===== src/rtl/div_unit.sv =====
// -----------------------------------------------------------------------------
// div_unit -- iterative 32-bit integer divider (DIV / DIVU) for the EXE stage.
//
// Restoring radix-2 divider on operand magnitudes, one quotient bit per cycle.
// A request accepted in cycle 0 produces a one-cycle ready pulse in cycle 33.
// Division by zero yields quotient = 0 and remainder = 0 in both modes.
//
// Build option:
//   DIV_ZERO_EARLY_OUT_EN  defined   : divisor == 0 short-cuts through ZERO,
//                                      ready in cycle 2.
//                          undefined : divisor == 0 runs the full 32 cycles.
//
// Ports:
//   clk_i         clock, all state changes on the rising edge
//   rstn_i        synchronous active-low reset
//   start_i       request, accepted only in IDLE or DONE with annul_i low
//   signed_div_i  1 = signed (DIV), 0 = unsigned (DIVU); sampled with start_i
//   dividend_i    operand A, sampled with start_i
//   divisor_i     operand B, sampled with start_i
//   annul_i       abort an in-flight divide; blocks start_i when not busy
//   busy_o        high while in CALC or ZERO
//   ready_o       one-cycle pulse in DONE; quotient_o/remainder_o valid
//   quotient_o    registered quotient (LO)
//   remainder_o   registered remainder (HI)
// -----------------------------------------------------------------------------
module div_unit #(
   parameter int WIDTH = 32
) (
   input  logic             clk_i,
   input  logic             rstn_i,
   input  logic             start_i,
   input  logic             signed_div_i,
   input  logic [WIDTH-1:0] dividend_i,
   input  logic [WIDTH-1:0] divisor_i,
   input  logic             annul_i,
   output logic             busy_o,
   output logic             ready_o,
   output logic [WIDTH-1:0] quotient_o,
   output logic [WIDTH-1:0] remainder_o
);

   localparam logic [1:0] IDLE = 2'd0;
   localparam logic [1:0] CALC = 2'd1;
   localparam logic [1:0] ZERO = 2'd2;
   localparam logic [1:0] DONE = 2'd3;

   logic [1:0]       state_q, state_d;
   logic [5:0]       cnt_q,   cnt_d;
   logic [WIDTH-1:0] rem_q,   rem_d;    // partial remainder
   logic [WIDTH-1:0] quo_q,   quo_d;    // dividend shifts out, quotient shifts in
   logic [WIDTH-1:0] dvs_q,   dvs_d;    // divisor magnitude
   logic             qneg_q,  qneg_d;
   logic             rneg_q,  rneg_d;
   logic             dz_q,    dz_d;     // divisor was zero
   logic [WIDTH-1:0] qout_q,  qout_d;
   logic [WIDTH-1:0] rout_q,  rout_d;

   logic [WIDTH:0]   acc;
   logic [WIDTH:0]   diff;
   logic             fits;
   logic [WIDTH-1:0] iter_rem;
   logic [WIDTH-1:0] iter_quo;
   logic             start_ok;
   logic             a_neg;
   logic             b_neg;

   // Since rem < divisor, acc < 2*divisor and the borrow bit alone tells
   // whether the trial subtraction succeeded.
   always_comb begin
      acc      = {rem_q, quo_q[WIDTH-1]};
      diff     = acc - {1'b0, dvs_q};
      fits     = ~diff[WIDTH];
      iter_rem = fits ? diff[WIDTH-1:0] : acc[WIDTH-1:0];
      iter_quo = {quo_q[WIDTH-2:0], fits};
   end

   always_comb begin
      start_ok = start_i && !annul_i && (state_q == IDLE || state_q == DONE);
      a_neg    = signed_div_i && dividend_i[WIDTH-1];
      b_neg    = signed_div_i && divisor_i[WIDTH-1];

      state_d = state_q;
      cnt_d   = cnt_q;
      rem_d   = rem_q;
      quo_d   = quo_q;
      dvs_d   = dvs_q;
      qneg_d  = qneg_q;
      rneg_d  = rneg_q;
      dz_d    = dz_q;
      qout_d  = qout_q;
      rout_d  = rout_q;

      case (state_q)
         IDLE, DONE: begin
            state_d = IDLE;
            if (start_ok) begin
               cnt_d  = '0;
               rem_d  = '0;
               quo_d  = a_neg ? -dividend_i : dividend_i;
               dvs_d  = b_neg ? -divisor_i  : divisor_i;
               qneg_d = a_neg ^ b_neg;
               rneg_d = a_neg;
               dz_d   = (divisor_i == '0);
`ifdef DIV_ZERO_EARLY_OUT_EN
               state_d = (divisor_i == '0) ? ZERO : CALC;
`else
               state_d = CALC;
`endif
            end
         end
         CALC: begin
            if (annul_i) begin
               state_d = IDLE;
            end else begin
               rem_d = iter_rem;
               quo_d = iter_quo;
               cnt_d = cnt_q + 6'd1;
               if (cnt_q == 6'(WIDTH - 1)) begin
                  state_d = DONE;
                  // Result registers load from the final iteration directly,
                  // so they change only on entry to DONE.
                  if (dz_q) begin
                     qout_d = '0;
                     rout_d = '0;
                  end else begin
                     qout_d = qneg_q ? -iter_quo : iter_quo;
                     rout_d = rneg_q ? -iter_rem : iter_rem;
                  end
               end
            end
         end
         ZERO: begin
            if (annul_i) begin
               state_d = IDLE;
            end else begin
               state_d = DONE;
               qout_d  = '0;
               rout_d  = '0;
            end
         end
         default: state_d = IDLE;
      endcase
   end

   always_ff @(posedge clk_i) begin
      if (!rstn_i) begin
         state_q <= IDLE;
         cnt_q   <= '0;
         rem_q   <= '0;
         quo_q   <= '0;
         dvs_q   <= '0;
         qneg_q  <= 1'b0;
         rneg_q  <= 1'b0;
         dz_q    <= 1'b0;
         qout_q  <= '0;
         rout_q  <= '0;
      end else begin
         state_q <= state_d;
         cnt_q   <= cnt_d;
         rem_q   <= rem_d;
         quo_q   <= quo_d;
         dvs_q   <= dvs_d;
         qneg_q  <= qneg_d;
         rneg_q  <= rneg_d;
         dz_q    <= dz_d;
         qout_q  <= qout_d;
         rout_q  <= rout_d;
      end
   end

   assign busy_o      = (state_q == CALC) || (state_q == ZERO);
   assign ready_o     = (state_q == DONE);
   assign quotient_o  = qout_q;
   assign remainder_o = rout_q;

endmodule


===== config.mk =====
export PLATFORM = sky130hd
export DESIGN_NAME = div_unit
export DESIGN_NICKNAME = d
export VERILOG_FILES = /design/src/rtl/div_unit.sv
export SDC_FILE = /design/constraint.sdc
export NUM_CORES = 1
export LEC_CHECK = 0
export ABC_AREA = 1
export BUFFER_PORTS_ARGS = -buffer_cell sky130_fd_sc_hd__buf_4
export CAP_MARGIN = 20
export CORE_MARGIN = 5
export CORE_UTILIZATION = 49
export CTS_CLUSTER_SIZE = 25
export DETAILED_ROUTE_END_ITERATION = 10
export HOLD_SLACK_MARGIN = 0.15
export PLACE_DENSITY = 0.68
export SYNTH_ARGS = -nofsm -noshare
export SYNTH_HDL_FRONTEND = slang
export SYNTH_SLANG_ARGS = --single-unit

===== constraint.sdc =====
create_clock -name clk_i -period 10.8 [get_ports clk_i]
set_clock_uncertainty 0.1 [all_clocks]
set_input_delay 0 -clock clk_i [delete_from_list [all_inputs] [get_ports clk_i]]
set_output_delay 0 -clock clk_i [all_outputs]
set_load 0.02 [all_outputs]

==> results.md <==
- Met2 WL post-DR: 20900 µm
- Fmax: 213 MHz
- Switching power: 763 µW
- Vias per cell: 5.38
- Largest net degree at the start of global routing: 85
- TritonRoute pass-1 iters: 9
- Buffers added on ports: 134
- GRT Overall Usage: 0.295
- Area Growth Syn to Fin: 27.2%
- Power share of the combinational group: 0.317
- Share of the synthesized area in the top cell type: 0.272
- R2r setup slk: 6.11 ns
- Worst-path maximum fanout: 28
- Clk slew on worst S/H paths: 0.08 ns
- Most frequent cells in the layout: nand2_1 (617), inv_1 (259), a21oi_1 (215), dfxtp_1 (170), dlygate4sd3_1 (164)
- Sequential share of power: 0.357
- Worst EP arrival: 4.94 ns
- Main combinational cell family by area after synthesis: simple AND/OR/NAND/NOR gates
- Top Layer Used: met4
- Final Critical Period: 4.69 ns
- Hpwl dp: 32300 µm
- Switching part of the total: 0.384
- Synthesized flop and latch total: 171
- Pint: 1220 µW
- Post-layout nets: 2444
- Layout fillers: 2404
- Clk Latency, worst-skew pair: 0.45 ns
- Register area: 0.00342 mm²
- Final setup viols: 0
- Max-cap violations: 0
- Final instance area: 0.0160 mm²
- Worst slew margin: 0.343
- Via count: 14400
- RePlAce Congestion: 0.960
- Synth Cell Area: 0.0126 mm²
- Worst min-delay path startpoint: annul_i
- Clock Power Share: 0.326
- Critical path's most frequent cell: nand2_1
- Worst hold stages: 5
- Worst-margin pin slew: 0.985 ns
- CTS tree: built
- First-pass GRT wire length: 68900 µm
- Synthesized instance count: 2087
- Crit end category: register
- Total clock sinks: 171
- Avg Cell Area, Syn: 6.03 µm²
- Setup crit start kind: register
- Post-CTS sizing: 0
- Synth Area in Compound Gates: 0.166
- Die ar.: 0.0290 mm²
- Placed cell count: 2481
- Max-slew violation total from the final report: 0
- CTS H-tree depth: 4
- Core Region: 0.0253 mm²
- DR DRC count: 0
- Antenna violations before repair: 0
- Mux cell area share after synthesis: 0
- Post-Syn Nets: 2197
- Clock root cell: clkbuf_16
- WL/cell: 16.4 µm
- Rows: 58
- Setup Buffers After CTS: 0
- Synth area leaders: dfxtp_1 (27%), nand2_1 (18%), a21oi_1 (8.6%)
- Simple-gate portion of the synthesized area: 0.373
- Ant diodes: 0
- Reg2reg end: quotient_o[30]
- Total CTS buffers: 17
- Placed Area: 0.0137 mm²
- Share of layout cells above drive strength 1: 0.106
- WP data required: 11.05 ns
- VDD IR-drop max: 109 µV
- Top delay family on crit path: simple AND/OR/NAND/NOR gates
- Leakage: 0.00800 µW
- R2R cell count: 29
- Final cell count without fillers: 2677
- Synth unique cells: 53
- Die height: 170 µm
- WL final: 43800 µm
- Hold Path Sink: state_q[1]
- Most common cell after layout, fill and taps aside: nand2_1
- Starting Density: 0.498
- Worst Hold Class: in -> reg
- Initial DRC Count: 1144
- Worst path slowest cell: fa_1
- Total gr overflow: 0
- Worst r2r src: quo_q[31]
- Sequential share of the synthesized area: 0.272
- Num ports: 135
- Max clock buf depth: 2
- Setup TNS Final: 0 ns
- Worst hold margin: 0.325 ns
- Critical path buffer and inverter count: 4
- Area of the multi-input gates: 0.00784 mm²
- Cell Pwr Density: 124 mW/mm²
- XOR/XNOR Fraction of Synth Area: 0.0411
- Slowest stage delay, CP: 0.41 ns
- Synth Area in Adders: 0.0414
- Status: completed
- Cell taking the most area after synthesis: dfxtp_1
- Unrepaired setup endpoints after global routing: no
- Final Hold Fails: 0
- Routed Antenna Nets: 0
- Final period util: 0.434
- Met1 Wirelength: 19300 µm
- Met3 routed WL: 2580 µm
- Total number of yosys warnings: 0
- Crit path kind: reg -> reg
- Die W: 170 µm
- Number of global-route vias before repair: 13100
-- Yosys cell counts, drive strengths merged --
library cell / n
nand2: 648
inv: 262
a21oi: 222
nor2: 174
dfxtp: 171
nand3: 168
o21ai: 121
clkbuf: 62
ha: 40
nor3: 36
xor2: 33
xnor2: 26
nand4: 22
buf: 16
nand3b: 16
or2: 14
o21bai: 8
o221ai: 8
o211ai: 7
nor4: 6
a221oi: 3
a31oi: 3
clkinv: 3
o21a: 3
o31ai: 3
a21o: 2
a211o: 1
a211oi: 1
a22oi: 1
and2: 1
and3: 1
fa: 1
nor3b: 1
nor4b: 1
o41ai: 1
or3: 1
-- routing by layer --
| metal | GRT usage | vias to the layer above |
|---|---|---|
| met2 | 0.499 | 470 |
| met1 | 0.397 | 6659 |
| met5 | 0 | - |
| met3 | 0.0376 | 60 |
| met4 | 0.0764 | 0 |
| li1 | - | 7218 |
-- area by class of cell --
type	count	area share
inverters	265	0.0622
clock buffers	17	0.0266
well taps	330	0.0258
multi-input cells	1573	0.490
clock inverters	15	0.0120
repair buffers	306	0.169
flip-flops and latches	171	0.214
-- power by group through the flow --
| stage | clock, µW | combinational [µW] | sequential (µW) |
|---|---|---|---|
| 5_1_grt | 685 | 698 | 713 |
| 6_report | 647 | 630 | 709 |
| 2_1_floorplan | 0 | 385 | 711 |
| 3_5_place_dp | 0 | 541 | 721 |
| 3_3_place_gp | 0 | 538 | 720 |
| 4_1_cts | 657 | 617 | 707 |
-- state kept, by name, summed over array words and instances (netlist names) --
name         count
state_q          2
dz_q             1
quotient_o      32
rneg_q           1
quo_q           32
qneg_q           1
remainder_o     32
cnt_q            6
rem_q           32
dvs_q           32
-- metrics by stage --
step                worst slack (ns)   util  power, µW
global route                    5.56  0.634       2100
finish                          6.11  0.634       1990
detailed placement              6.20  0.544       1260
floorplan                       6.83      -       1100
CTS                             6.19  0.634       1980
global placement                6.32  0.544       1260
-- worst max-delay path by stage --
stage                          from        endpoint  slack (ns)  cells past startpoint
after global routing      quo_q[31]  quotient_o[30]        5.56                     29
after detailed placement  quo_q[31]  quotient_o[30]        6.20                     29
after floorplan           quo_q[31]  quotient_o[30]        6.83                     30
after CTS                 quo_q[31]  quotient_o[30]        6.19                     29
after global placement    quo_q[31]  quotient_o[30]        6.32                     29
final                     quo_q[31]  quotient_o[30]        6.11                     29
-- tightest hold or removal path, delay by kind of cell --
kind                   cells  cell delay, ns
AOI/OAI and AO/OA          1            0.05
buffers and inverters      2            0.65
and+or+nand+nor            2            0.12
-- repair_timing --
item,in CTS,in global routing
hold endpoints to repair,72,0
hold buffers,164,0
setup endpoints to repair,0,0
-- cell families after synthesis --
logic type	Yosys count
AO/OA/AOI/OAI	384
adder cells (fa/ha/maj)	41
buffers and inverters	343
AND/OR/NAND/NOR	1089
XOR/XNOR	59
flip-flops	171
No activity file was read; power rests on OpenSTA's default activity.
